## config.mk

```make
export PLATFORM = sky130hd
export DESIGN_NAME = rx_ds_char
export DESIGN_NICKNAME = d
export VERILOG_FILES = /design/src/rtl/rx_ds_char.sv
export SDC_FILE = /design/constraint.sdc
export NUM_CORES = 1
export LEC_CHECK = 0
export ABC_CLOCK_PERIOD_IN_PS = 2070
export CAP_MARGIN = 15
export CORE_MARGIN = 3
export CORE_UTILIZATION = 35
export CTS_CLUSTER_SIZE = 30
export DETAILED_ROUTE_END_ITERATION = 8
export HOLD_SLACK_MARGIN = 0.06
export PLACE_DENSITY = 0.67
export SKIP_LAST_GASP = 1
export SYNTH_ARGS = -nofsm -noshare
export SYNTH_HDL_FRONTEND = slang
export SYNTH_SLANG_ARGS = --single-unit
```

## constraint.sdc

```tcl
create_clock -name rxClk -period 2.07 [get_ports rxClk]
set_input_delay 0.207 -clock rxClk [delete_from_list [all_inputs] [get_ports rxClk]]
set_output_delay 0.207 -clock rxClk [all_outputs]
set_load 0.02 [all_outputs]
```

## src/rtl/rx_ds_char.sv

```systemverilog
// DS-link character receiver: pin synchroniser, single-edge DS bit recovery,
// NULL hunt, character framing with parity/escape checks and disconnect detection.
module rx_ds_char #(
  parameter int SYNC_STAGES = 2,
  parameter int DISC_CYCLES = 64
) (
  input  logic       rxClk,
  input  logic       rxResetN,
  input  logic       d,
  input  logic       s,
  output logic       charValid,
  output logic [8:0] charData,
  output logic       gotNull,
  output logic       gotFct,
  output logic       gotTime,
  output logic [7:0] timeCode,
  output logic       errParity,
  output logic       errEsc,
  output logic       errDisc,
  output logic       errGlitch,
  output logic       running
);

  localparam int CW = $clog2(DISC_CYCLES + 1);
  localparam logic [CW-1:0] DISC_MAX = CW'(DISC_CYCLES);
  // ESC tail (1,1,1) followed by an FCT sent with P=0 (0,1,0,0), oldest bit first
  localparam logic [6:0] NULL_PAT = 7'b1110100;

  typedef enum logic [0:0] {ST_HUNT, ST_RUN} state_e;

  // synchroniser and bit-recovery stage
  logic [SYNC_STAGES-1:0] sync_d_q, sync_d_d;
  logic [SYNC_STAGES-1:0] sync_s_q, sync_s_d;
  logic [1:0]             prev_q, prev_d;
  logic                   ev_val_q, ev_val_d;
  logic                   ev_glitch_q, ev_glitch_d;
  logic                   ev_bit_q, ev_bit_d;
  logic [1:0]             samp, chg;

  // framing state
  state_e          state_q, state_d;
  logic [6:0]      win_q, win_d;
  logic [3:0]      bit_cnt_q, bit_cnt_d;
  logic            p_q, p_d;
  logic            ctrl_q, ctrl_d;
  logic [7:0]      sh_q, sh_d;
  logic            par_acc_q, par_acc_d;
  logic            par_hist_q, par_hist_d;
  logic            esc_q, esc_d;
  logic [CW-1:0]   disc_cnt_q, disc_cnt_d;

  // registered outputs
  logic            char_valid_q, char_valid_d;
  logic [8:0]      char_data_q, char_data_d;
  logic            got_null_q, got_null_d;
  logic            got_fct_q, got_fct_d;
  logic            got_time_q, got_time_d;
  logic [7:0]      time_code_q, time_code_d;
  logic            err_parity_q, err_parity_d;
  logic            err_esc_q, err_esc_d;
  logic            err_disc_q, err_disc_d;
  logic            err_glitch_q, err_glitch_d;
  logic            running_q, running_d;

  logic [6:0]      win_nxt;
  logic [1:0]      code;
  logic [7:0]      data_byte;
  logic            go_hunt;
  logic            done_ctrl, done_data;

  always_comb begin
    sync_d_d    = {sync_d_q[SYNC_STAGES-2:0], d};
    sync_s_d    = {sync_s_q[SYNC_STAGES-2:0], s};
    samp        = {sync_d_q[SYNC_STAGES-1], sync_s_q[SYNC_STAGES-1]};
    chg         = samp ^ prev_q;
    prev_d      = samp;
    ev_val_d    = chg[1] ^ chg[0];
    ev_glitch_d = chg[1] & chg[0];
    ev_bit_d    = samp[1];
  end

  always_comb begin
    state_d      = state_q;
    win_d        = win_q;
    bit_cnt_d    = bit_cnt_q;
    p_d          = p_q;
    ctrl_d       = ctrl_q;
    sh_d         = sh_q;
    par_acc_d    = par_acc_q;
    par_hist_d   = par_hist_q;
    esc_d        = esc_q;
    disc_cnt_d   = disc_cnt_q;
    char_valid_d = 1'b0;
    char_data_d  = char_data_q;
    got_null_d   = 1'b0;
    got_fct_d    = 1'b0;
    got_time_d   = 1'b0;
    time_code_d  = time_code_q;
    err_parity_d = 1'b0;
    err_esc_d    = 1'b0;
    err_disc_d   = 1'b0;
    err_glitch_d = 1'b0;
    go_hunt      = 1'b0;
    done_ctrl    = 1'b0;
    done_data    = 1'b0;
    win_nxt      = {win_q[5:0], ev_bit_q};
    code         = {ev_bit_q, sh_q[7]};
    data_byte    = {ev_bit_q, sh_q[7:1]};

    case (state_q)
      ST_HUNT: begin
        disc_cnt_d = '0;
        if (ev_glitch_q) begin
          win_d = '0;
        end else if (ev_val_q) begin
          win_d = win_nxt;
          if (win_nxt == NULL_PAT) begin
            got_null_d = 1'b1;
            state_d    = ST_RUN;
            par_hist_d = 1'b0;
            bit_cnt_d  = '0;
            esc_d      = 1'b0;
            win_d      = '0;
          end
        end
      end
      default: begin
        if (ev_glitch_q) begin
          err_glitch_d = 1'b1;
          go_hunt      = 1'b1;
        end else if (!ev_val_q) begin
          disc_cnt_d = (disc_cnt_q == DISC_MAX) ? disc_cnt_q : disc_cnt_q + CW'(1);
          if (disc_cnt_d == DISC_MAX) begin
            err_disc_d = 1'b1;
            go_hunt    = 1'b1;
          end
        end else begin
          disc_cnt_d = '0;
          bit_cnt_d  = bit_cnt_q + 4'd1;
          case (bit_cnt_q)
            4'd0: p_d = ev_bit_q;
            4'd1: begin
              // previous payload + P + C must hold an odd number of ones
              if ((par_hist_q ^ p_q ^ ev_bit_q) == 1'b0) begin
                err_parity_d = 1'b1;
                go_hunt      = 1'b1;
              end else begin
                ctrl_d    = ev_bit_q;
                par_acc_d = 1'b0;
              end
            end
            default: begin
              sh_d      = {ev_bit_q, sh_q[7:1]};
              par_acc_d = par_acc_q ^ ev_bit_q;
              done_ctrl = ctrl_q && (bit_cnt_q == 4'd3);
              done_data = !ctrl_q && (bit_cnt_q == 4'd9);
            end
          endcase

          if (done_ctrl || done_data) begin
            bit_cnt_d  = '0;
            par_hist_d = par_acc_q ^ ev_bit_q;
          end

          if (done_ctrl) begin
            case (code)
              2'd0: begin
                got_null_d = esc_q;
                got_fct_d  = !esc_q;
                esc_d      = 1'b0;
              end
              2'd3: begin
                if (esc_q) begin
                  err_esc_d = 1'b1;
                  go_hunt   = 1'b1;
                end else begin
                  esc_d = 1'b1;
                end
              end
              default: begin
                if (esc_q) begin
                  err_esc_d = 1'b1;
                  go_hunt   = 1'b1;
                end else begin
                  char_valid_d = 1'b1;
                  char_data_d  = {8'h80, code == 2'd2};
                end
              end
            endcase
          end

          if (done_data) begin
            if (esc_q) begin
              got_time_d  = 1'b1;
              time_code_d = data_byte;
              esc_d       = 1'b0;
            end else begin
              char_valid_d = 1'b1;
              char_data_d  = {1'b0, data_byte};
            end
          end
        end
      end
    endcase

    if (go_hunt) begin
      state_d    = ST_HUNT;
      win_d      = '0;
      bit_cnt_d  = '0;
      esc_d      = 1'b0;
      disc_cnt_d = '0;
    end
    running_d = (state_d == ST_RUN);
  end

  always_ff @(posedge rxClk or negedge rxResetN) begin
    if (!rxResetN) begin
      sync_d_q     <= '0;
      sync_s_q     <= '0;
      prev_q       <= '0;
      ev_val_q     <= 1'b0;
      ev_glitch_q  <= 1'b0;
      ev_bit_q     <= 1'b0;
      state_q      <= ST_HUNT;
      win_q        <= '0;
      bit_cnt_q    <= '0;
      p_q          <= 1'b0;
      ctrl_q       <= 1'b0;
      sh_q         <= '0;
      par_acc_q    <= 1'b0;
      par_hist_q   <= 1'b0;
      esc_q        <= 1'b0;
      disc_cnt_q   <= '0;
      char_valid_q <= 1'b0;
      char_data_q  <= '0;
      got_null_q   <= 1'b0;
      got_fct_q    <= 1'b0;
      got_time_q   <= 1'b0;
      time_code_q  <= '0;
      err_parity_q <= 1'b0;
      err_esc_q    <= 1'b0;
      err_disc_q   <= 1'b0;
      err_glitch_q <= 1'b0;
      running_q    <= 1'b0;
    end else begin
      sync_d_q     <= sync_d_d;
      sync_s_q     <= sync_s_d;
      prev_q       <= prev_d;
      ev_val_q     <= ev_val_d;
      ev_glitch_q  <= ev_glitch_d;
      ev_bit_q     <= ev_bit_d;
      state_q      <= state_d;
      win_q        <= win_d;
      bit_cnt_q    <= bit_cnt_d;
      p_q          <= p_d;
      ctrl_q       <= ctrl_d;
      sh_q         <= sh_d;
      par_acc_q    <= par_acc_d;
      par_hist_q   <= par_hist_d;
      esc_q        <= esc_d;
      disc_cnt_q   <= disc_cnt_d;
      char_valid_q <= char_valid_d;
      char_data_q  <= char_data_d;
      got_null_q   <= got_null_d;
      got_fct_q    <= got_fct_d;
      got_time_q   <= got_time_d;
      time_code_q  <= time_code_d;
      err_parity_q <= err_parity_d;
      err_esc_q    <= err_esc_d;
      err_disc_q   <= err_disc_d;
      err_glitch_q <= err_glitch_d;
      running_q    <= running_d;
    end
  end

  assign charValid = char_valid_q;
  assign charData  = char_data_q;
  assign gotNull   = got_null_q;
  assign gotFct    = got_fct_q;
  assign gotTime   = got_time_q;
  assign timeCode  = time_code_q;
  assign errParity = err_parity_q;
  assign errEsc    = err_esc_q;
  assign errDisc   = err_disc_q;
  assign errGlitch = err_glitch_q;
  assign running   = running_q;

endmodule
```

==> flow_metrics.tcl, run 1 <==
set metrics [dict create \
    place_congestion 0.859 \
    portBuffers 29 \
    crit_path_start_kind "flip-flop" \
    ys_warn_count 0 \
    syn_area_sq_mm 0.00294 \
    skew_ns 0.00949 \
    setup_tns_ns 0 \
    p_leak_uw 0.00170 \
    grt.busiest_layer "met2" \
    max_slew_margin_pct 62.6 \
    power_density_mw_per_mm2 732 \
    irDropWorstVdd_mv 0.289 \
    syn2layout_area_growth_pct 29.9 \
    clk_latency_ns 0.34 \
    ioPinCount 30 \
    totalPowerFinal_uw 2800 \
    hold_viol_final 0 \
    cp_data_arrival_time_ns 2.31 \
    finalInstanceArea_sq_mm 0.00382 \
    drv_slew 0 \
    synthArstFlopShare_pct 100 \
    grt_use_met2_pct 21.2 \
    nNetsFinal 341 \
    rsz0062_at_grt "true" \
    grt_pass1_wl_mm 10.7 \
    crit_path_max_fanout 8 \
    hold_path_class "in2reg" \
    cp-end-kind "flip-flop" \
    status "finished, final reports clean" \
    syn_nets 280 \
    clock_path_buffers 2 \
    overflow 0 \
    drive_gt1_share_pct 24.0 \
    whs_ns 0.307 \
    start_util_pct 37.1 \
    fin_crit_sh_pct 99.6 \
    setup_violations 0 \
    ys.flop_type "dfrtp_1" \
    cts_tree "built" \
    postRouteWirelength_mm 6.25 \
    ys_seq_area_share_pct 53.6 \
    die_y_microns 97.7 \
    vias_per_cell 5.08 \
    grt_use_total_pct 13.9 \
    first_iter_violations 122 \
    critical_path_class "reg2reg" \
    drc 0 \
    final_core_util_pct 48.2 \
    synth_cell_types 52 \
    syn_inst 267 \
    wl_per_cell_microns 14.4 \
    die-area_sq_mm 0.00954 \
    die_x_microns 97.7 \
    grt.met3_usage_pct 3.16 \
    path_clk_slew_ns 0.07 \
    min_path_cells 1 \
    synth_edf_count 0 \
    first_pass_iters 4 \
    r2r-end "bit_cnt_q[3]$_DFFE_PN0P_" \
    dp_hpwl_mm 4.40 \
    r2r_slack_ns 0.009 \
    cts_sinks 63 \
    grt_max_degree 29 \
    placed_area_sq_mm 0.00351 \
    min-delay-start "s" \
    num-fill-cells 720 \
    maxCapViolCount 0 \
    antenna_left 0 \
    layout_commonest_cell "dfrtp_1" \
    cts_inserted_buffers 9 \
    reg2reg_from "disc_cnt_q[0]$_DFFE_PN0P_" \
    holdPathEnd "sync_s_q[0]$_DFF_PN0_" \
    syn_area_per_cell_sq_um 11.0 \
    worst_slew_pin_slew_ns 0.555 \
    rr_worst_depth 7 \
    row_count 32 \
    synth_seq_cells 63 \
    root_buffer "clkbuf_8" \
    cp.required_ns 2.32 \
    clock.fmax_ghz 0.485 \
    num_antenna_cells 0 \
    h-tree-depth 3 \
    fin_crit_ns 2.06 \
    antenna_found_initial 0 \
    core_sq_mm 0.00793 \
    final_cell_mix "dfrtp_1, nand2_1, clkdlybuf4s50_1" \
    grt_pass1_vias 2229 \
    grtUsageMet1_pct 18.7 \
    vias 2208 \
]
==> metrics by stage <==
step	cells	setup WS, ns
global route	435	-0.111
CTS	433	-0.00676
global placement	416	0.0292
detailed placement	416	-0.0326
floorplan	267	0.0645
finish	435	0.00877
==> cell type report <==
| class | count | area (sq um) | area share [%] |
|---|---|---|---|
| Multi-Input combinational cell | 186 | 1360 | 35.5 |
| Tap cell | 102 | 128 | 3.34 |
| Inverter | 11 | 41.3 | 1.08 |
| Timing Repair Buffer | 57 | 498 | 13.0 |
| Clock buffer | 9 | 124 | 3.24 |
| Clock inverter | 7 | 97.6 | 2.55 |
| Sequential cell | 63 | 1580 | 41.3 |
==> power breakdown <==
part / total, uW / switching, uW / internal, uW / leakage, uW
clock: 1200 / 518 / 679 / 0.000105
sequential: 1320 / 46.1 / 1270 / 0.000860
combinational: 282 / 154 / 128 / 0.000733
total: 2800 / 718 / 2080 / 0.00170
==> synthesized netlist by cell type, drive strengths merged, types with 2 or more instances <==
cell	instances	area share, %
clkbuf	3	0.38
nand2	34	4.3
ha	9	3.8
or2	4	0.85
a21oi	7	1.7
and2	3	0.64
nand4bb	2	0.77
nand3	7	1.2
mux2	14	5.4
nor4	2	0.43
mux2i	3	1.0
nand4	2	0.43
a32oi	3	0.89
xor2	7	2.1
inv	10	1.3
a22oi	3	0.77
buf	4	0.72
o2111ai	2	0.81
o22ai	6	1.3
nor3	9	1.5
nor2	16	2.0
and3	5	1.1
nand3b	3	0.77
xnor2	3	0.89
nor2b	3	0.64
a21o	2	0.51
o211ai	4	1.5
o21ai	20	3.5
dfrtp	63	54
==> worst max-delay path, stage by stage, from the launching register on <==
cell and delay, ns:
dfrtp_1 0.40, inv_1 0.07, ha_1 0.13, or4b_4 0.49, o21a_4 0.23, a21oi_4 0.23, o211ai_4 0.15, a221oi_2 0.27
==> worst max-delay path by stage <==
stage                                         start                        to  slack [ns]  depth (start not counted)
after floorplan           disc_cnt_q[0]$_DFFE_PN0P_  bit_cnt_q[1]$_DFFE_PN0P_        0.06                          7
after global placement    disc_cnt_q[0]$_DFFE_PN0P_  bit_cnt_q[0]$_DFFE_PN0P_        0.03                          7
after detailed placement  disc_cnt_q[0]$_DFFE_PN0P_  bit_cnt_q[0]$_DFFE_PN0P_       -0.03                          7
after CTS                 disc_cnt_q[0]$_DFFE_PN0P_      win_q[2]$_DFFE_PN0P_      -0.007                          7
after global routing      disc_cnt_q[0]$_DFFE_PN0P_  bit_cnt_q[3]$_DFFE_PN0P_       -0.11                          7
final                     disc_cnt_q[0]$_DFFE_PN0P_  bit_cnt_q[3]$_DFFE_PN0P_       0.009                          7
==> logic make-up (layout without fill, tap and decap cells) <==
family	Yosys count	after routing	synth area share [%]
simple gates	94	94	16.2
flops	63	63	53.6
compound gates	55	55	13.7
buf+inv	18	84	2.51
mux	17	17	6.38
xor+xnor	11	11	3.74
fa+ha+maj	9	9	3.83
==> timing repair <==
item | CTS | global route
endpoints found under the hold margin | 19 | 0
pin swaps | 3 | 12
resized for setup | 2 | 13
hold buffers | 1 | 0
setup endpoints to repair | 12 | 17
setup buffers | 0 | 2
cloned | 0 | 0
==> metal layers <==
| metal | vias to the layer above | share of wire [%] | wire (microns) |
|---|---|---|---|
| li1 | 1075 | - | - |
| met1 | 1093 | 48 | 3000 |
| met2 | 30 | 48 | 2970 |
| met3 | 10 | 2.4 | 149 |
| met4 | 0 | 2.1 | 129 |
| met5 | - | 0 | 0 |
Note: power is estimated with default switching activity, not from simulation.
==> run 2: changes to the inputs <==
Settings changed: CAP_MARGIN 15 to 20.
==> results of run 2 <==
The final DEF is identical to that of run 1; final timing and power are the same.
